--- src/rtl/ws2811_receiver.sv ---
`default_nettype none
// ============================================================================
//  Module      : ws2811_receiver
//  Description : Decodes a WS2811 single-wire NRZ pixel stream into 24-bit
//                words, MSB first. The high time of each pulse selects the
//                bit value. A long low gap marks the end of a frame (latch).
//                Malformed pulses and partial words are reported on errorOUT.
//  Optional    : WS2811_RX_FORWARD_EN - daisy-chain repeater mode. The first
//                word of each frame is consumed and reported. Every later bit
//                is regenerated on forwardOUT.
//  Ports       : clkIN      - system clock, all logic on the rising edge
//                nResetIN   - asynchronous active-low reset
//                dataIN     - raw serial line, asynchronous to clkIN
//                dataOUT    - last complete word, MSB = first bit received
//                validOUT   - 1-cycle pulse, dataOUT updated
//                latchOUT   - 1-cycle pulse, reset gap detected
//                errorOUT   - 1-cycle pulse, malformed pulse/partial word
//                busyOUT    - high while inside a frame
//                forwardOUT - regenerated stream (forward mode only)
//  Revision    : 1.0 - initial release
// ============================================================================
module ws2811_receiver #(
    parameter int CLOCK_SPEED   = 50_000_000,
    parameter int BIT_THRESH_NS = 850,
    parameter int MIN_HIGH_NS   = 200,
    parameter int MAX_HIGH_NS   = 2000,
    parameter int RESET_NS      = 50_000
) (
    input  logic        clkIN,
    input  logic        nResetIN,
    input  logic        dataIN,
    output logic [23:0] dataOUT,
    output logic        validOUT,
    output logic        latchOUT,
    output logic        errorOUT,
    output logic        busyOUT
`ifdef WS2811_RX_FORWARD_EN
    ,
    output logic        forwardOUT
`endif
);

    localparam int          c_MHZ            = CLOCK_SPEED / 1_000_000;
    localparam logic [15:0] c_BIT_THRESH_CLK = 16'(c_MHZ * BIT_THRESH_NS / 1000);
    localparam logic [15:0] c_MIN_HIGH_CLK   = 16'(c_MHZ * MIN_HIGH_NS / 1000);
    localparam logic [15:0] c_MAX_HIGH_CLK   = 16'(c_MHZ * MAX_HIGH_NS / 1000);
    localparam logic [15:0] c_RESET_CLK      = 16'(c_MHZ * RESET_NS / 1000);

    typedef enum logic [1:0] {
        ST_SYNC    = 2'd0,
        ST_IDLE    = 2'd1,
        ST_RX_HIGH = 2'd2,
        ST_RX_LOW  = 2'd3
    } state_t;

    state_t      r_state;
    state_t      w_state_next;

    logic        r_sync1;
    logic        r_sync2;
    logic        r_sync_d;
    logic        w_rise;
    logic        w_fall;
    logic        w_edge;

    logic [15:0] r_cnt;
    logic [15:0] w_len;

    logic [23:0] r_shift;
    logic [23:0] w_shift_next;
    logic [4:0]  r_bitcnt;

    logic        w_accept;
    logic        w_bit;
    logic        w_err;
    logic        w_latch;
    logic        w_word_done;
    logic        w_report;

    // ------------------------------------------------------------------
    // Input synchroniser and edge detection
    // ------------------------------------------------------------------
    always_ff @(posedge clkIN or negedge nResetIN) begin
        if (!nResetIN) begin
            r_sync1  <= 1'b0;
            r_sync2  <= 1'b0;
            r_sync_d <= 1'b0;
        end else begin
            r_sync1  <= dataIN;
            r_sync2  <= r_sync1;
            r_sync_d <= r_sync2;
        end
    end

    assign w_rise = r_sync2 & ~r_sync_d;
    assign w_fall = ~r_sync2 & r_sync_d;
    assign w_edge = w_rise | w_fall;

    // ------------------------------------------------------------------
    // Pulse-length counter: saturating, cleared on every synced edge.
    // r_cnt lags the true level length by one cycle (it is cleared on
    // the edge cycle itself), so w_len = r_cnt + 1 is the length in clocks
    // of the level that is ending or still running. All thresholds compare
    // against w_len, so a high of exactly N clocks is judged as N.
    // ------------------------------------------------------------------
    always_ff @(posedge clkIN or negedge nResetIN) begin
        if (!nResetIN) begin
            r_cnt <= 16'd0;
        end else if (w_edge) begin
            r_cnt <= 16'd0;
        end else if (r_cnt != 16'hFFFF) begin
            r_cnt <= r_cnt + 16'd1;
        end
    end

    assign w_len = (r_cnt == 16'hFFFF) ? r_cnt : (r_cnt + 16'd1);

    // ------------------------------------------------------------------
    // Frame state machine
    // ------------------------------------------------------------------
    always_ff @(posedge clkIN or negedge nResetIN) begin
        if (!nResetIN) begin
            r_state <= ST_SYNC;
        end else begin
            r_state <= w_state_next;
        end
    end

    always_comb begin
        w_state_next = r_state;
        w_accept     = 1'b0;
        w_bit        = 1'b0;
        w_err        = 1'b0;
        w_latch      = 1'b0;
        case (r_state)
            ST_SYNC: begin
                // The edge cycle still carries the length of the previous
                // level, so it must not be mistaken for a finished gap.
                if (!r_sync2 && !w_edge && (w_len >= c_RESET_CLK)) begin
                    w_state_next = ST_IDLE;
                end
            end
            ST_IDLE: begin
                if (w_rise) begin
                    w_state_next = ST_RX_HIGH;
                end
            end
            ST_RX_HIGH: begin
                if (w_fall) begin
                    if ((w_len < c_MIN_HIGH_CLK) || (w_len > c_MAX_HIGH_CLK)) begin
                        w_err        = 1'b1;
                        w_state_next = ST_SYNC;
                    end else begin
                        w_accept     = 1'b1;
                        w_bit        = (w_len > c_BIT_THRESH_CLK);
                        w_state_next = ST_RX_LOW;
                    end
                end else if (w_len > c_MAX_HIGH_CLK) begin
                    // Stuck-high line: report once, then leave the frame.
                    w_err        = 1'b1;
                    w_state_next = ST_SYNC;
                end
            end
            ST_RX_LOW: begin
                if (w_rise) begin
                    w_state_next = ST_RX_HIGH;
                end else if (w_len >= c_RESET_CLK) begin
                    w_latch      = 1'b1;
                    w_err        = (r_bitcnt != 5'd0);
                    w_state_next = ST_IDLE;
                end
            end
            default: begin
                w_state_next = ST_SYNC;
            end
        endcase
    end

    assign w_shift_next = {r_shift[22:0], w_bit};
    assign w_word_done  = w_accept && (r_bitcnt == 5'd23);

    // ------------------------------------------------------------------
    // Shift register, bit counter and output pulses
    // ------------------------------------------------------------------
    always_ff @(posedge clkIN or negedge nResetIN) begin
        if (!nResetIN) begin
            r_shift  <= 24'd0;
            r_bitcnt <= 5'd0;
            dataOUT  <= 24'd0;
            validOUT <= 1'b0;
            latchOUT <= 1'b0;
            errorOUT <= 1'b0;
        end else begin
            validOUT <= 1'b0;
            latchOUT <= w_latch;
            errorOUT <= w_err;
            if (w_accept) begin
                r_shift <= w_shift_next;
            end
            if (w_err) begin
                r_bitcnt <= 5'd0;
            end else if (w_accept) begin
                r_bitcnt <= w_word_done ? 5'd0 : (r_bitcnt + 5'd1);
            end
            if (w_word_done && w_report) begin
                dataOUT  <= w_shift_next;
                validOUT <= 1'b1;
            end
        end
    end

    assign busyOUT = (r_state == ST_RX_HIGH) || (r_state == ST_RX_LOW);

`ifdef WS2811_RX_FORWARD_EN
    // ------------------------------------------------------------------
    // Repeater: word 0 of each frame is consumed here, later bits are
    // regenerated with clean timing. A forwarded pulse starts on the synced
    // rising edge, giving a 3-clock lag. It ends after the short high time
    // once the input has fallen as a 0, or after the long high time once
    // the input has been seen as a 1. A 0 bit longer than the short time
    // keeps its own length, because the value is not known earlier.
    // ------------------------------------------------------------------
    localparam logic [15:0] c_FWD0_CLK = 16'(c_MHZ * 500 / 1000);
    localparam logic [15:0] c_FWD1_CLK = 16'(c_MHZ * 1200 / 1000);

    logic        r_fwd_en;
    logic        r_fwd;
    logic        r_fwd_one;
    logic [15:0] r_fwd_cnt;
    logic        w_fwd_one_set;
    logic        w_fwd_kill;
    logic        w_fwd_start;
    logic        w_fwd_end;

    assign w_report      = ~r_fwd_en;
    assign w_fwd_one_set = (r_state == ST_RX_HIGH) && (w_len > c_BIT_THRESH_CLK);
    assign w_fwd_kill    = w_err || w_latch ||
                           (w_state_next == ST_SYNC) || (w_state_next == ST_IDLE);
    assign w_fwd_start   = (r_state == ST_RX_LOW) && w_rise && r_fwd_en;
    assign w_fwd_end     = r_fwd_one ? (r_fwd_cnt >= c_FWD1_CLK)
                                     : (!w_fwd_one_set && !r_sync2 &&
                                        (r_fwd_cnt >= c_FWD0_CLK));

    always_ff @(posedge clkIN or negedge nResetIN) begin
        if (!nResetIN) begin
            r_fwd_en  <= 1'b0;
            r_fwd     <= 1'b0;
            r_fwd_one <= 1'b0;
            r_fwd_cnt <= 16'd0;
        end else begin
            if (w_err || w_latch) begin
                r_fwd_en <= 1'b0;
            end else if (w_word_done) begin
                r_fwd_en <= 1'b1;
            end

            if (w_fwd_kill) begin
                r_fwd     <= 1'b0;
                r_fwd_one <= 1'b0;
            end else if (w_fwd_start) begin
                r_fwd     <= 1'b1;
                r_fwd_one <= 1'b0;
                r_fwd_cnt <= 16'd1;
            end else if (r_fwd) begin
                r_fwd_cnt <= r_fwd_cnt + 16'd1;
                if (w_fwd_one_set) begin
                    r_fwd_one <= 1'b1;
                end
                if (w_fwd_end) begin
                    r_fwd <= 1'b0;
                end
            end
        end
    end

    assign forwardOUT = r_fwd;
`else
    assign w_report = 1'b1;
`endif

endmodule
`default_nettype wire

--- config.mk ---
export PLATFORM = sky130hd
export DESIGN_NAME = ws2811_receiver
export DESIGN_NICKNAME = d
export VERILOG_FILES = /design/src/rtl/ws2811_receiver.sv
export SDC_FILE = /design/constraint.sdc
export NUM_CORES = 1
export LEC_CHECK = 0
export CORE_MARGIN = 10
export CORE_UTILIZATION = 58
export DETAILED_ROUTE_END_ITERATION = 7
export GPL_TIMING_DRIVEN = 0
export PLACE_DENSITY = 0.77
export SLEW_MARGIN = 20
export SYNTH_ARGS = -nofsm -noshare
export SYNTH_HDL_FRONTEND = slang
export SYNTH_SLANG_ARGS = --single-unit
--- constraint.sdc ---
create_clock -name clkIN -period 3.7 [get_ports clkIN]
set_clock_uncertainty 0.05 [all_clocks]
set_input_delay 0.555 -clock clkIN [delete_from_list [all_inputs] [get_ports clkIN]]
set_output_delay 0.555 -clock clkIN [all_outputs]
set_load 0.1 [all_outputs]
==> results_dict.tcl <==
set metrics [dict create \
    status "finished, final reports clean" \
    drtAntennaViolNets 0 \
    vdd_drop_max_mv 0.305 \
    grt_pass1_vias 2643 \
    final.fill_count 448 \
    clockBufferDepth 2 \
    die_h_um 101 \
    hold_viol 0 \
    synth_edf_count 0 \
    ios 31 \
    worstPathMaxFanout 10 \
    initialDrtViolationCount 158 \
    grt-ovfl-total 0 \
    via_per_inst 5.99 \
    timing.critical_path.arrival_ns 3.39 \
    grt_max_degree 50 \
    hold_buffers 0 \
    cts_setup_buffers 0 \
    yosysUniqueCellTypes 58 \
    critPathLaunch "r_cnt[0]" \
    power.static_leakage_nw 2.09 \
    cpPeakStageDelay_ns 0.37 \
    place_hpwl_um 5370 \
    multi_input_area_sq_mm 0.00174 \
    clock_latency_ns 0.36 \
    endpoint_kind "flop" \
    clock-sinks 76 \
    gp_congestion 0.872 \
    reg2reg_depth 10 \
    required_ns 3.88 \
    slew_viol_final 0 \
    setup_viol 0 \
    cp-start-kind "flop" \
    grt_pass1_wl_um 12900 \
    coreArea_sq_mm 0.00635 \
    htree_levels 3 \
    slowest_stage "mux2_2" \
    yosysTopAreaCellShare 0.501 \
    areaGrowthSynthToFinish_pct 16.9 \
    min_path_type "in -> async" \
    placed_area_sq_mm 0.00422 \
    cts.clk_slew.worst_paths_ns 0.09 \
    netlist_area_sq_mm 0.00379 \
    cts-resized-gates 0 \
    rsz0062_at_grt "no" \
    synth_seq_cells 76 \
    period_share 0.868 \
    period_needed_ns 3.21 \
    dr.pass1.iters 4 \
    vias 2641 \
    synthTopCellsByArea "dfrtp_1, mux2_2, mux2_4" \
    synth_flop_cell "dfrtp_1" \
    regArea_sq_mm 0.00190 \
    port_buffers 30 \
    drive_gt1_frac 0.247 \
    worst_slack_ns 0.489 \
    drv_cap 0 \
    cts_tree "built" \
    die_x_um 101 \
    final_util 0.698 \
    slew_headroom 0.322 \
    crit_type "reg -> reg" \
    fmax_mhz 311 \
    timing.rr.start "r_cnt[0]" \
    yosys_warnings 0 \
    yosysSeqAreaShare 0.501 \
    avgSynthCellArea_sq_um 12.0 \
    wl_per_cell_um 17.3 \
    syn_nets 326 \
    reg2reg_to "r_shift[5]" \
    grt.total_usage 0.157 \
    wirelength_um 7610 \
    tightest_slew_ns 1.01 \
    cp_cell_sequence "clkbuf_1, nand4_1, nor3_1, mux2i_1, and3_1, o2111a_1, and3_1, buf_6, buf_2, mux2_2" \
    p_per_area_mw_per_mm2 365 \
    clock-root-buffer "clkbuf_8" \
    final_area_sq_mm 0.00443 \
    n_antenna_cell 0 \
    synth_cells 317 \
    crit_path_frequent_cell "and3_1" \
    start_util 0.597 \
    nets 368 \
    rows 29 \
    power_w 0.00162 \
    drcViolationCount 0 \
    numCtsBuffers 9 \
    fin_tns_setup_ns 0 \
    reg2reg_slack_ns 0.49 \
    pre_cts_ws_ns 0.551 \
    die_area_sq_mm 0.0102 \
    yosysTopAreaCell "dfrtp_1" \
    antenna_found_initial 0 \
    synth-async-reset-ratio 1.00 \
]
==> final cells by class <==
cell class              instances  share of cell area
clock inverters                 7              0.0212
plain buffers                  20              0.0277
well taps                      77              0.0217
inverters                       8             0.00677
repair buffers                 31              0.0734
multi-input cells             213               0.392
flip-flops and latches         76               0.429
clock buffers                   9              0.0279
==> flip-flops by register name, indices dropped and copies added (netlist names) <==
register,count
r_shift,23
r_state,2
dataOUT,24
r_sync_d,1
r_cnt,16
r_sync2,1
validOUT,1
r_bitcnt,5
r_sync1,1
errorOUT,1
latchOUT,1
==> through the flow <==
stage,std cells,hold slack (ns)
3_3_place_gp,424,0.290
4_1_cts,441,0.0560
3_5_place_dp,425,0.302
5_1_grt,441,0.0591
6_report,441,0.0620
2_1_floorplan,317,0.209
==> synth_stat cells (all sizes together), types with 2 or more instances <==
library cell	number
nand2b	2
inv	8
nor2	18
ha	6
nor4b	2
a311oi	2
o2111ai	3
mux2i	2
a21o	3
mux2	48
o32ai	2
xor2	3
buf	15
nand3	13
clkbuf	5
a21oi	14
o21ai	10
xnor2	7
and4	5
nor4bb	2
nor3b	5
dfrtp	76
or4	2
a31oi	3
or3	3
nand4	11
or2	4
and3	8
nor3	5
nand2	11
==> how the worst max path moves through the flow <==
stage	end	slack, ns	cells past startpoint
global route	r_shift[5]	0.30	10
detailed placement	r_shift[13]	0.55	11
CTS	r_shift[5]	0.51	11
global placement	errorOUT	-0.55	1
floorplan	r_shift[10]	0.92	11
finish	r_shift[5]	0.49	10
==> layout by cell type, fill, tap and decap left out, types with 4 or more instances in the layout <==
cell type / instances
nand4_1: 10
ha_1: 6
mux2_4: 20
nor2_1: 18
buf_6: 4
and3_1: 8
a21oi_1: 14
nand3_1: 13
xnor2_1: 7
dfrtp_1: 76
mux2_2: 28
nand2_1: 10
clkbuf_1: 4
clkbuf_8: 9
o21ai_0: 10
nor3b_1: 5
inv_1: 8
nor3_1: 5
clkdlybuf4s50_1: 29
buf_2: 10
and4_1: 5
==> logic make-up after synthesis <==
family                     count (synthesis)  synth area share
xor gates and xnor gates                  10            0.0231
buffers and inverters                     28            0.0402
and+or+nand+nor                           96             0.154
DFF                                       76             0.501
AOI/OAI and AO/OA                         51            0.0940
muxes                                     50             0.168
adders and majority gates                  6            0.0198
==> worst max-delay path: cells and delay by family, from the launching register on <==
| family | cells | cell delay, ns |
|---|---|---|
| AND/OR/NAND/NOR | 4 | 1.06 |
| buffers and inverters | 3 | 0.71 |
| multiplexers | 2 | 0.70 |
| flip-flops | 1 | 0.36 |
| AO/OA/AOI/OAI | 1 | 0.20 |
==> per-layer routing <==
layer  vias to the layer above  GRT usage  share of wire
met4                         0     0.0630          0.013
li1                       1254          -              -
met1                      1304      0.201           0.45
met2                        72      0.240           0.48
met3                        11     0.0508          0.062
met5                         -          0              0
==> where the power goes <==
part	leakage, nW	total (W)	switching, W	internal [W]
Clock	0.107	0.000688	0.000358	0.000330
Combinational	0.932	0.0000890	0.0000589	0.0000301
Sequential	1.05	0.000841	0.00000415	0.000837
No activity file was read; power rests on OpenSTA's default activity.
